[src/rtl/alu16_seq_if.sv]
// alu16_seq_if: request/response handshake and ALU load-port bundle for alu16_seq.
// The slave modport is the sequencer's view; the master modport is the view of
// whoever issues requests, consumes responses and provides the ALU.
interface alu16_seq_if #(
    parameter int BIT_WIDTH = 16
);
    logic                 req_valid;
    logic                 req_ready;
    logic [BIT_WIDTH-1:0] req_a;
    logic [BIT_WIDTH-1:0] req_b;
    logic [3:0]           req_op;

    logic [BIT_WIDTH-1:0] alu_t;
    logic [1:0]           alu_m;
    logic [BIT_WIDTH:0]   alu_f;
    logic                 alu_c;
    logic                 alu_z;
    logic                 alu_n;
    logic                 alu_ov;

    logic                 rsp_valid;
    logic                 rsp_ready;
    logic [BIT_WIDTH:0]   rsp_f;
    logic [3:0]           rsp_flags;

    modport slave (
        input  req_valid, req_a, req_b, req_op,
        input  alu_f, alu_c, alu_z, alu_n, alu_ov,
        input  rsp_ready,
        output req_ready, alu_t, alu_m,
        output rsp_valid, rsp_f, rsp_flags
    );

    modport master (
        output req_valid, req_a, req_b, req_op,
        output alu_f, alu_c, alu_z, alu_n, alu_ov,
        output rsp_ready,
        input  req_ready, alu_t, alu_m,
        input  rsp_valid, rsp_f, rsp_flags
    );
endinterface

[src/rtl/alu16_seq.sv]
// alu16_seq: serialises operand A, operand B and the opcode onto the shared ALU
// load port (T/M), waits SETTLE cycles and captures the ALU result and flags
// into a held response. One transaction in flight at a time.
// Optional feature macro: ALU16_UNARY_SKIP_EN -- B-independent opcodes skip the
// operand-B load cycle.
module alu16_seq #(
    parameter int BIT_WIDTH = 16,
    parameter int SETTLE    = 1
) (
    input logic        clk,
    input logic        rst,
    alu16_seq_if.slave bus
);

    typedef enum logic [2:0] {
        S_IDLE,
        S_LDA,
        S_LDB,
        S_LDS,
        S_WAIT,
        S_RESP
    } state_t;

    localparam logic [1:0] M_LOAD_A  = 2'b00;
    localparam logic [1:0] M_LOAD_B  = 2'b01;
    localparam logic [1:0] M_LOAD_OP = 2'b11;
    localparam logic [1:0] M_HOLD    = 2'b10;

    state_t               state_q,     state_d;
    logic [3:0]           cnt_q,       cnt_d;
    logic [BIT_WIDTH-1:0] a_q,         a_d;
    logic [BIT_WIDTH-1:0] b_q,         b_d;
    logic [3:0]           op_q,        op_d;
    logic                 req_ready_q, req_ready_d;
    logic [1:0]           alu_m_q,     alu_m_d;
    logic [BIT_WIDTH-1:0] alu_t_q,     alu_t_d;
    logic                 rsp_valid_q, rsp_valid_d;
    logic [BIT_WIDTH:0]   rsp_f_q,     rsp_f_d;
    logic [3:0]           rsp_flags_q, rsp_flags_d;
    logic                 op_is_unary;

    // Flag opcodes whose result does not depend on operand B (only when skipping is built in).
    always_comb begin
        op_is_unary = 1'b0;
`ifdef ALU16_UNARY_SKIP_EN
        case (op_q)
            4'b0011, 4'b0100, 4'b0111, 4'b1000,
            4'b1001, 4'b1010, 4'b1011: op_is_unary = 1'b1;
            default:                   op_is_unary = 1'b0;
        endcase
`endif
    end

    // Next-state and next-output logic; bus drive for a state lands on the edge that leaves it.
    always_comb begin
        state_d     = state_q;
        cnt_d       = cnt_q;
        a_d         = a_q;
        b_d         = b_q;
        op_d        = op_q;
        req_ready_d = 1'b0;
        alu_m_d     = M_HOLD;
        alu_t_d     = '0;
        rsp_valid_d = rsp_valid_q;
        rsp_f_d     = rsp_f_q;
        rsp_flags_d = rsp_flags_q;

        case (state_q)
            S_IDLE: begin
                req_ready_d = 1'b1;
                if (bus.req_valid && req_ready_q) begin
                    a_d         = bus.req_a;
                    b_d         = bus.req_b;
                    op_d        = bus.req_op;
                    req_ready_d = 1'b0;
                    state_d     = S_LDA;
                end
            end
            S_LDA: begin
                alu_m_d = M_LOAD_A;
                alu_t_d = a_q;
                state_d = op_is_unary ? S_LDS : S_LDB;
            end
            S_LDB: begin
                alu_m_d = M_LOAD_B;
                alu_t_d = b_q;
                state_d = S_LDS;
            end
            S_LDS: begin
                alu_m_d = M_LOAD_OP;
                alu_t_d = {{(BIT_WIDTH-4){1'b0}}, op_q};
                cnt_d   = 4'(SETTLE);
                state_d = S_WAIT;
            end
            S_WAIT: begin
                cnt_d = cnt_q - 4'd1;
                if (cnt_q <= 4'd1) begin
                    cnt_d       = '0;
                    rsp_f_d     = bus.alu_f;
                    rsp_flags_d = {bus.alu_c, bus.alu_z, bus.alu_n, bus.alu_ov};
                    rsp_valid_d = 1'b1;
                    state_d     = S_RESP;
                end
            end
            S_RESP: begin
                if (bus.rsp_ready) begin
                    rsp_valid_d = 1'b0;
                    state_d     = S_IDLE;
                end
            end
            default: begin
                state_d     = S_IDLE;
                rsp_valid_d = 1'b0;
            end
        endcase
    end

    // State and registered outputs; reset aborts any transaction immediately.
    always_ff @(posedge clk or posedge rst) begin
        if (rst) begin
            state_q     <= S_IDLE;
            cnt_q       <= '0;
            a_q         <= '0;
            b_q         <= '0;
            op_q        <= '0;
            req_ready_q <= 1'b1;
            alu_m_q     <= M_HOLD;
            alu_t_q     <= '0;
            rsp_valid_q <= 1'b0;
            rsp_f_q     <= '0;
            rsp_flags_q <= '0;
        end else begin
            state_q     <= state_d;
            cnt_q       <= cnt_d;
            a_q         <= a_d;
            b_q         <= b_d;
            op_q        <= op_d;
            req_ready_q <= req_ready_d;
            alu_m_q     <= alu_m_d;
            alu_t_q     <= alu_t_d;
            rsp_valid_q <= rsp_valid_d;
            rsp_f_q     <= rsp_f_d;
            rsp_flags_q <= rsp_flags_d;
        end
    end

    assign bus.req_ready = req_ready_q;
    assign bus.alu_m     = alu_m_q;
    assign bus.alu_t     = alu_t_q;
    assign bus.rsp_valid = rsp_valid_q;
    assign bus.rsp_f     = rsp_f_q;
    assign bus.rsp_flags = rsp_flags_q;

endmodule

[src/flat_wrapper.sv]
// flat-port wrapper written by rule: the top's interface ports become plain ports
module alu16_seq_flat 
#(
    parameter int BIT_WIDTH = 16,
    parameter int SETTLE    = 1
)
  (clk, rst, bus_req_valid, bus_req_a, bus_req_b, bus_req_op, bus_alu_f, bus_alu_c, bus_alu_z, bus_alu_n, bus_alu_ov, bus_rsp_ready, bus_req_ready, bus_alu_t, bus_alu_m, bus_rsp_valid, bus_rsp_f, bus_rsp_flags);
  alu16_seq_if #(.BIT_WIDTH(BIT_WIDTH)) bus_i ();
  input logic clk;
  input logic rst;
  input wire logic [$bits(bus_i.req_valid)-1:0] bus_req_valid;
  input wire logic [$bits(bus_i.req_a)-1:0] bus_req_a;
  input wire logic [$bits(bus_i.req_b)-1:0] bus_req_b;
  input wire logic [$bits(bus_i.req_op)-1:0] bus_req_op;
  input wire logic [$bits(bus_i.alu_f)-1:0] bus_alu_f;
  input wire logic [$bits(bus_i.alu_c)-1:0] bus_alu_c;
  input wire logic [$bits(bus_i.alu_z)-1:0] bus_alu_z;
  input wire logic [$bits(bus_i.alu_n)-1:0] bus_alu_n;
  input wire logic [$bits(bus_i.alu_ov)-1:0] bus_alu_ov;
  input wire logic [$bits(bus_i.rsp_ready)-1:0] bus_rsp_ready;
  output wire logic [$bits(bus_i.req_ready)-1:0] bus_req_ready;
  output wire logic [$bits(bus_i.alu_t)-1:0] bus_alu_t;
  output wire logic [$bits(bus_i.alu_m)-1:0] bus_alu_m;
  output wire logic [$bits(bus_i.rsp_valid)-1:0] bus_rsp_valid;
  output wire logic [$bits(bus_i.rsp_f)-1:0] bus_rsp_f;
  output wire logic [$bits(bus_i.rsp_flags)-1:0] bus_rsp_flags;
  assign bus_i.req_valid = bus_req_valid;
  assign bus_i.req_a = bus_req_a;
  assign bus_i.req_b = bus_req_b;
  assign bus_i.req_op = bus_req_op;
  assign bus_i.alu_f = bus_alu_f;
  assign bus_i.alu_c = bus_alu_c;
  assign bus_i.alu_z = bus_alu_z;
  assign bus_i.alu_n = bus_alu_n;
  assign bus_i.alu_ov = bus_alu_ov;
  assign bus_i.rsp_ready = bus_rsp_ready;
  assign bus_req_ready = bus_i.req_ready;
  assign bus_alu_t = bus_i.alu_t;
  assign bus_alu_m = bus_i.alu_m;
  assign bus_rsp_valid = bus_i.rsp_valid;
  assign bus_rsp_f = bus_i.rsp_f;
  assign bus_rsp_flags = bus_i.rsp_flags;
  alu16_seq #(.BIT_WIDTH(BIT_WIDTH), .SETTLE(SETTLE)) u_core (.clk(clk), .rst(rst), .bus(bus_i));
endmodule
[config.mk]
export PLATFORM = sky130hd
export DESIGN_NAME = alu16_seq_flat
export DESIGN_NICKNAME = d
export VERILOG_FILES = /design/src/rtl/alu16_seq_if.sv /design/src/rtl/alu16_seq.sv /design/src/flat_wrapper.sv
export SDC_FILE = /design/constraint.sdc
export NUM_CORES = 1
export LEC_CHECK = 0
export ABC_AREA = 1
export CAP_MARGIN = 20
export CORE_MARGIN = 2
export CORE_UTILIZATION = 45
export CTS_CLUSTER_DIAMETER = 40
export DETAILED_ROUTE_END_ITERATION = 7
export HOLD_SLACK_MARGIN = 0.15
export MAX_ROUTING_LAYER = met4
export PLACE_DENSITY = 0.77
export SYNTH_ARGS = -nofsm -noshare
export SYNTH_HDL_FRONTEND = slang
export SYNTH_SLANG_ARGS = --single-unit
[constraint.sdc]
create_clock -name clk -period 3.7 [get_ports clk]
set_input_delay 0.555 -clock clk [delete_from_list [all_inputs] [get_ports clk]]
set_output_delay 0.555 -clock clk [all_outputs]
set_load 0.01 [all_outputs]
==> flow_summary.rst, run 1 <==
.. list-table::
   :header-rows: 1

   * - Metric
     - Value
   * - Outcome
     - complete, no violations
   * - Number of clock sinks seen by CTS
     - 84
   * - Maximum capacitance violations
     - 0
   * - CP endpoint
     - u_core.a_q[4]
   * - Final Hold Vio Count
     - 0
   * - Global Route met3 Usage
     - 0.0288
   * - Layer carrying the most global-route usage
     - met2
   * - Post-layout minimum cycle time
     - 2.18 ns
   * - Site row count
     - 32
   * - Portion of the clock cycle consumed by the worst path in the final layout
     - 0.590
   * - Final sum of negative setup slack
     - 0 ns
   * - Met1 capacity usage during global routing
     - 0.224
   * - FF-to-FF Start
     - u_core.state_q[2]
   * - Area of the multi-input gates
     - 1000 um2
   * - Worst Reg-to-Reg Cells
     - 5
   * - Storage element area
     - 2100 um2
   * - Port Buf Inserts
     - 101
   * - Initial antenna violation count
     - 0
   * - Most instantiated cells after synthesis
     - sky130_fd_sc_hd__nand2_1, sky130_fd_sc_hd__dfrtp_1, sky130_fd_sc_hd__inv_1
   * - Pre-CTS setup slack
     - 1.18 ns
   * - Number of enable-type register cells in the synthesized netlist
     - 0
   * - Most common cell in the synthesized netlist
     - sky130_fd_sc_hd__nand2_1
   * - Cell Count, Final, Fillers Out
     - 574
   * - Antenna Nets Post-Route
     - 0
   * - Worst path arrival time
     - 2.39 ns
   * - Required arrival time at the worst endpoint
     - 3.91 ns
   * - Sw frac
     - 0.338
   * - Post-CTS Repair Setup Buffers
     - 0
   * - Hold buffer count at cts
     - 0
   * - Pin slew with the least headroom to its limit
     - 0.789 ns
   * - Cell types with the largest area share after synthesis
     - sky130_fd_sc_hd__dfrtp_1, sky130_fd_sc_hd__nand2_1, sky130_fd_sc_hd__inv_1
   * - Routed len/inst
     - 12.0 um
   * - Level count of the clock H-tree
     - 3
   * - DRT Wirelength
     - 6880 um
   * - Clk pin slew, worst setup/hold paths
     - 0.08 ns
   * - First-pass GRT wire length
     - 11,400 um
   * - Setup slack, reg-to-reg
     - 1.61 ns
   * - Startpoint type of the worst setup path
     - input pin
   * - Area growth syn-to-layout
     - 37.7%
   * - Number of violations reported at the end of detailed-routing iteration 0
     - 115
   * - Post-Synthesis Cell Area
     - 3470 um2
   * - Die area
     - 8440 um2
   * - Drc violations
     - 0
   * - Via count of the first global-routing pass
     - 2,524
   * - Cells after synthesis
     - 364
   * - Placer Congestion
     - 0.799
   * - Achievable clock frequency
     - 458 MHz
   * - Crit-path max FO
     - 38
   * - Final setup slack of the worst path
     - 1.52 ns
   * - Top-Level Pins
     - 102
   * - Synthesized Nets
     - 427
   * - Clock network fraction of total power
     - 0.204
   * - Vias post-DR
     - 2,618
   * - Clock root cell
     - sky130_fd_sc_hd__clkbuf_8
   * - Hold/Removal Path Class
     - reg2reg
   * - Worst Setup End Kind
     - flip-flop
   * - Int Power
     - 2.38 mW
   * - Total count of max-transition violations in the final report
     - 0
   * - Inserted Diodes
     - 0
   * - Clock buffers created by TritonCTS
     - 9
   * - Met2 Use GR
     - 0.284
   * - Skew-Pair Late Insertion Delay
     - 0.34 ns
   * - Effective utilization at floorplan
     - 0.457
   * - Power per cell area
     - 753 nW/um2
   * - Max IR drop VDD
     - 0.327 mV
   * - Number of synthesized register bits
     - 84
   * - Worst Setup SP
     - bus_req_valid
   * - Height of the die
     - 91.9 um
   * - CTS-repair resized insts
     - 0
   * - Overall die width
     - 91.9 um
   * - Hold path start
     - u_core.bus.rsp_valid
   * - Async SR Flop Fraction
     - 1.00
   * - Cells after DPL
     - 558
   * - First-pass iteration count of the detailed router
     - 5
   * - Number of buffers between clock root and the deepest sink
     - 2
   * - Layout Nets
     - 530
   * - Remaining max-slew budget at the tightest pin
     - 0.473
   * - Count of distinct cell types in the synthesized netlist
     - 25
   * - Power share of the combinational group
     - 0.375
   * - Post-layout total power
     - 3.60 mW
   * - Mean number of vias per cell
     - 4.56
   * - Clock tree from TritonCTS
     - done
   * - CP Class
     - in2reg
   * - Worst r2r dst
     - u_core.a_q[4]
   * - Net Switching
     - 1.22 mW
   * - Maximum number of pins on one net before global-route repair
     - 44
   * - Main synth FF type
     - sky130_fd_sc_hd__dfrtp_1
   * - Register area share after synthesis
     - 0.606
   * - Detailed Place HPWL
     - 5010 um
   * - Area fraction of the dominant cell type after synthesis
     - 0.591
   * - Total gr overflow
     - 0
   * - Fillers
     - 649
   * - Total of endpoints with negative setup slack in the final report
     - 0
   * - Mean instance size in the synthesized netlist
     - 9.55 um2
   * - Yosys top cell by area
     - sky130_fd_sc_hd__dfrtp_1
   * - Portion of total power attributed to sequential cells
     - 0.421
   * - Core box area
     - 7610 um2
   * - Setup repair after global routing missed its margin
     - no
   * - Proportion of layout cells with a drive suffix above 1
     - 0.114
   * - Pleak
     - 2.39 nW
   * - Clock skew after layout
     - 0.0118 ns
   * - Synth warn
     - 0
   * - GRT Overall Usage
     - 0.176
[final cells by class]
| type | count | share of cell area |
|---|---|---|
| multi-input cells | 194 | 0.209 |
| well taps | 102 | 0.0267 |
| clock buffers | 11 | 0.0317 |
| flip-flops and latches | 84 | 0.440 |
| repair buffers | 105 | 0.218 |
| inverters | 73 | 0.0575 |
| clock inverters | 5 | 0.0175 |
[power groups by stage]
stage / Clock (mW) / Combinational (mW) / Sequential (mW)
detailed placement: 0 / 1.37 / 1.53
floorplan: 0 / 0.733 / 1.59
finish: 0.734 / 1.35 / 1.52
global route: 0.794 / 1.51 / 1.56
CTS: 0.756 / 1.37 / 1.52
global placement: 0 / 1.31 / 1.52
[kinds of logic after synthesis]
logic type,count (synthesis),synth area share
AO/OA/AOI/OAI,75,0.133
AND/OR/NAND/NOR,116,0.145
XOR/XNOR,1,0.00252
buffers and inverters,86,0.107
flip-flops,84,0.606
adder cells (fa/ha/maj),2,0.00720
[how the worst min path moves through the flow]
stage	endpoint	slack, ns	depth (start not counted)
after global placement	u_core.bus.rsp_valid	0.46	2
after detailed placement	u_core.bus.rsp_valid	0.46	2
after CTS	u_core.bus.rsp_f[8]	0.49	2
after global routing	u_core.bus.rsp_valid	0.51	2
after floorplan	u_core.bus.alu_t[0]	0.45	2
final	u_core.bus.rsp_valid	0.48	2
[cells in the final DEF (no fill, tap or decap), types with 4 or more instances in the layout]
| cell | count |
|---|---|
| sky130_fd_sc_hd__inv_1 | 68 |
| sky130_fd_sc_hd__inv_2 | 4 |
| sky130_fd_sc_hd__o21ai_0 | 30 |
| sky130_fd_sc_hd__a21oi_1 | 11 |
| sky130_fd_sc_hd__nand2_1 | 84 |
| sky130_fd_sc_hd__o21ai_1 | 10 |
| sky130_fd_sc_hd__dfrtp_1 | 82 |
| sky130_fd_sc_hd__buf_4 | 4 |
| sky130_fd_sc_hd__nor2_1 | 14 |
| sky130_fd_sc_hd__o21ai_2 | 21 |
| sky130_fd_sc_hd__nand3_1 | 10 |
| sky130_fd_sc_hd__clkbuf_8 | 11 |
| sky130_fd_sc_hd__clkdlybuf4s50_1 | 101 |
[layer usage]
metal | up-vias | wire [um]
met5 | - | 0
met4 | 0 | 62
met3 | 8 | 360
met2 | 89 | 3290
met1 | 1201 | 3170
li1 | 1320 | -
[worst max-delay path, stage by stage]
cell	delay, ns
sky130_fd_sc_hd__clkdlybuf4s50_1	0.50
sky130_fd_sc_hd__nand4_2	0.63
sky130_fd_sc_hd__buf_4	0.49
sky130_fd_sc_hd__nand2_1	0.10
sky130_fd_sc_hd__o21ai_0	0.09
[registers in the layout, indices dropped and copies added (netlist names)]
signal                flops
u_core.bus.rsp_valid      1
u_core.bus.rsp_flags      4
u_core.a_q               16
u_core.bus.req_ready      1
u_core.bus.alu_m          2
u_core.op_q               4
u_core.bus.alu_t         16
u_core.bus.rsp_f         17
u_core.cnt_q              4
u_core.state_q            3
u_core.b_q               16
[through the flow]
stage / hold slack, ns / area, um2 / util
5_1_grt: 0.507 / 4780 / 0.629
3_5_place_dp: 0.464 / 4550 / 0.598
2_1_floorplan: 0.452 / 3470 / -
3_3_place_gp: 0.460 / 4550 / 0.598
4_1_cts: 0.487 / 4780 / 0.629
6_report: 0.482 / 4780 / 0.629
No activity file was read; power rests on OpenSTA's default activity.
==> run 2, diff against run 1 <==
==> constraint.sdc (replaced) <==
create_clock -name clk -period 2.1 [get_ports clk]
set_input_delay 0.315 -clock clk [delete_from_list [all_inputs] [get_ports clk]]
set_output_delay 0.315 -clock clk [all_outputs]
set_load 0.01 [all_outputs]
==> flow_summary.rst, run 2 (synthesis gave the netlist of run 1 again) <==
.. list-table::
   :header-rows: 1

   * - Metric
     - Value
   * - Startpoint type of the worst setup path
     - flip-flop
   * - Critical Path Slowest Stage Cell
     - sky130_fd_sc_hd__dfstp_2
   * - Clock skew after layout
     - 0.0137 ns
   * - Worst r2r dst
     - u_core.bus.rsp_f[10]
   * - Design Area, Final
     - 4810 um2
   * - Number of flip-flops under the largest register name
     - 17
   * - Top-Level Pins
     - 102
   * - Number of violations reported at the end of detailed-routing iteration 0
     - 127
   * - Antenna Nets Post-Route
     - 0
   * - Cells after DPL
     - 558
   * - Setup slack, reg-to-reg
     - 0.43 ns
   * - Placer Congestion
     - 0.823
   * - Most common cell after layout, fill and taps aside
     - sky130_fd_sc_hd__clkdlybuf4s50_1
   * - Max IR drop VDD
     - 0.611 mV
   * - Die area
     - 8440 um2
   * - Height of the die
     - 91.9 um
   * - Drc violations
     - 0
   * - Total gr overflow
     - 0
   * - Pre-CTS setup slack
     - 0.445 ns
   * - Outcome
     - complete, no violations
   * - Portion of the clock cycle consumed by the worst path in the final layout
     - 0.836
   * - Final Hold Vio Count
     - 0
   * - Setup repair after global routing missed its margin
     - no
   * - Clock root cell
     - sky130_fd_sc_hd__clkbuf_8
   * - Number of buffers between clock root and the deepest sink
     - 2
   * - Final sum of negative setup slack
     - 0 ns
   * - Achievable clock frequency
     - 569 MHz
   * - Layout Nets
     - 530
   * - Clk pin slew, worst setup/hold paths
     - 0.09 ns
   * - Total count of max-transition violations in the final report
     - 0
   * - Proportion of layout cells with a drive suffix above 1
     - 0.112
   * - Vias post-DR
     - 2,612
   * - Number of clock sinks seen by CTS
     - 84
   * - Delay contributed by the slowest stage of the critical path
     - 0.55 ns
   * - Core box area
     - 7610 um2
   * - Crit-path max FO
     - 3
   * - Final setup slack of the worst path
     - 0.344 ns
   * - Cell Count, Final, Fillers Out
     - 574
   * - Post-CTS Repair Setup Buffers
     - 0
   * - Detailed Place HPWL
     - 4650 um
   * - Cell breakdown of the critical path
     - clkdlybuf4s50_1
   * - Inserted Diodes
     - 0
   * - Port Buf Inserts
     - 101
   * - Effective utilization at floorplan
     - 0.457
   * - DRT Wirelength
     - 6800 um
   * - Worst path arrival time
     - 1.44 ns
   * - Area growth syn-to-layout
     - 38.4%
   * - Worst Setup SP
     - u_core.bus.req_ready
   * - Via count of the first global-routing pass
     - 2,581
   * - Total of endpoints with negative setup slack in the final report
     - 0
   * - Worst Setup End Kind
     - output pin
   * - GRT Overall Usage
     - 0.179
   * - Mean number of vias per cell
     - 4.55
   * - Post-layout minimum cycle time
     - 1.76 ns
   * - Overall die width
     - 91.9 um
   * - Power per cell area
     - 1310 nW/um2
   * - Maximum capacitance violations
     - 0
   * - CTS-repair resized insts
     - 0
   * - Clock tree from TritonCTS
     - done
   * - Hold/Removal Path Class
     - in2async
   * - Pin slew with the least headroom to its limit
     - 0.723 ns
   * - Initial antenna violation count
     - 0
   * - Site row count
     - 32
   * - Required arrival time at the worst endpoint
     - 1.78 ns
   * - First-pass GRT wire length
     - 11,500 um
   * - Maximum number of pins on one net before global-route repair
     - 73
   * - Hold buffer count at cts
     - 0
   * - Skew-Pair Late Insertion Delay
     - 0.36 ns
   * - Critical path buffers and inverters
     - 1
   * - Pleak
     - 2.39 nW
   * - Total placed instance area
     - 4590 um2
   * - Routed len/inst
     - 11.8 um
   * - First-pass iteration count of the detailed router
     - 4
   * - FF-to-FF Start
     - u_core.cnt_q[0]
   * - Kind of cell adding the most delay to the critical path
     - flip-flops
   * - Level count of the clock H-tree
     - 3
   * - CP Class
     - reg2out
   * - Most frequent cells in the layout
     - sky130_fd_sc_hd__clkdlybuf4s50_1, sky130_fd_sc_hd__nand2_1, sky130_fd_sc_hd__dfrtp_1
   * - Remaining max-slew budget at the tightest pin
     - 0.517
   * - Clock buffers created by TritonCTS
     - 9
   * - Worst Reg-to-Reg Cells
     - 8
-- run 2: cell count changes in the layout (fill, tap and decap cells not counted) --
cell,delta
sky130_fd_sc_hd__clkinv_2,-1
sky130_fd_sc_hd__clkbuf_1,+1
sky130_fd_sc_hd__inv_6,+3
sky130_fd_sc_hd__buf_12,+3
sky130_fd_sc_hd__clkbuf_8,-2
sky130_fd_sc_hd__buf_4,-3
sky130_fd_sc_hd__clkinv_4,-1
-- run 2: layer usage --
metal / part of all wire / track usage / wire length (um)
met1: 0.46 / 0.219 / 3140
met2: 0.45 / 0.285 / 3080
met3: 0.067 / 0.0477 / 453
met4: 0.018 / 0.0697 / 125
met5: 0 / - / 0
-- run 2: worst max-delay path by stage --
stage                                end  slack (ns)  depth (start not counted)
floorplan           u_core.bus.rsp_valid        0.81                          9
global placement     u_core.bus.rsp_f[0]        0.54                          8
detailed placement  u_core.bus.rsp_f[11]        0.45                          8
CTS                        bus_req_ready        0.32                          1
global route        u_core.bus.rsp_f[10]        0.29                          8
finish                     bus_req_ready        0.34                          1
-- run 2: power breakdown --
group	total [mW]	internal [mW]	switching, mW
Clock	1.28	0.683	0.597
Combinational	2.37	1.15	1.21
Sequential	2.67	2.32	0.354
-- run 2: area by class of cell --
type / count / area (um2)
clock buffer: 10 / 128
clock inverter: 6 / 93.8
fill: 624 / 2800
inverter: 73 / 278
multi-input combinational: 194 / 1000
sequential: 84 / 2100
tap: 102 / 128
timing repair buffer: 105 / 1080
-- run 2: per-stage QoR --
step	power, mW	util	hold slack (ns)
after floorplan	4.09	-	0.452
after global routing	6.78	0.632	0.371
after global placement	5.00	0.603	0.458
after detailed placement	5.09	0.603	0.462
final	6.32	0.632	0.330
after CTS	6.39	0.632	0.337
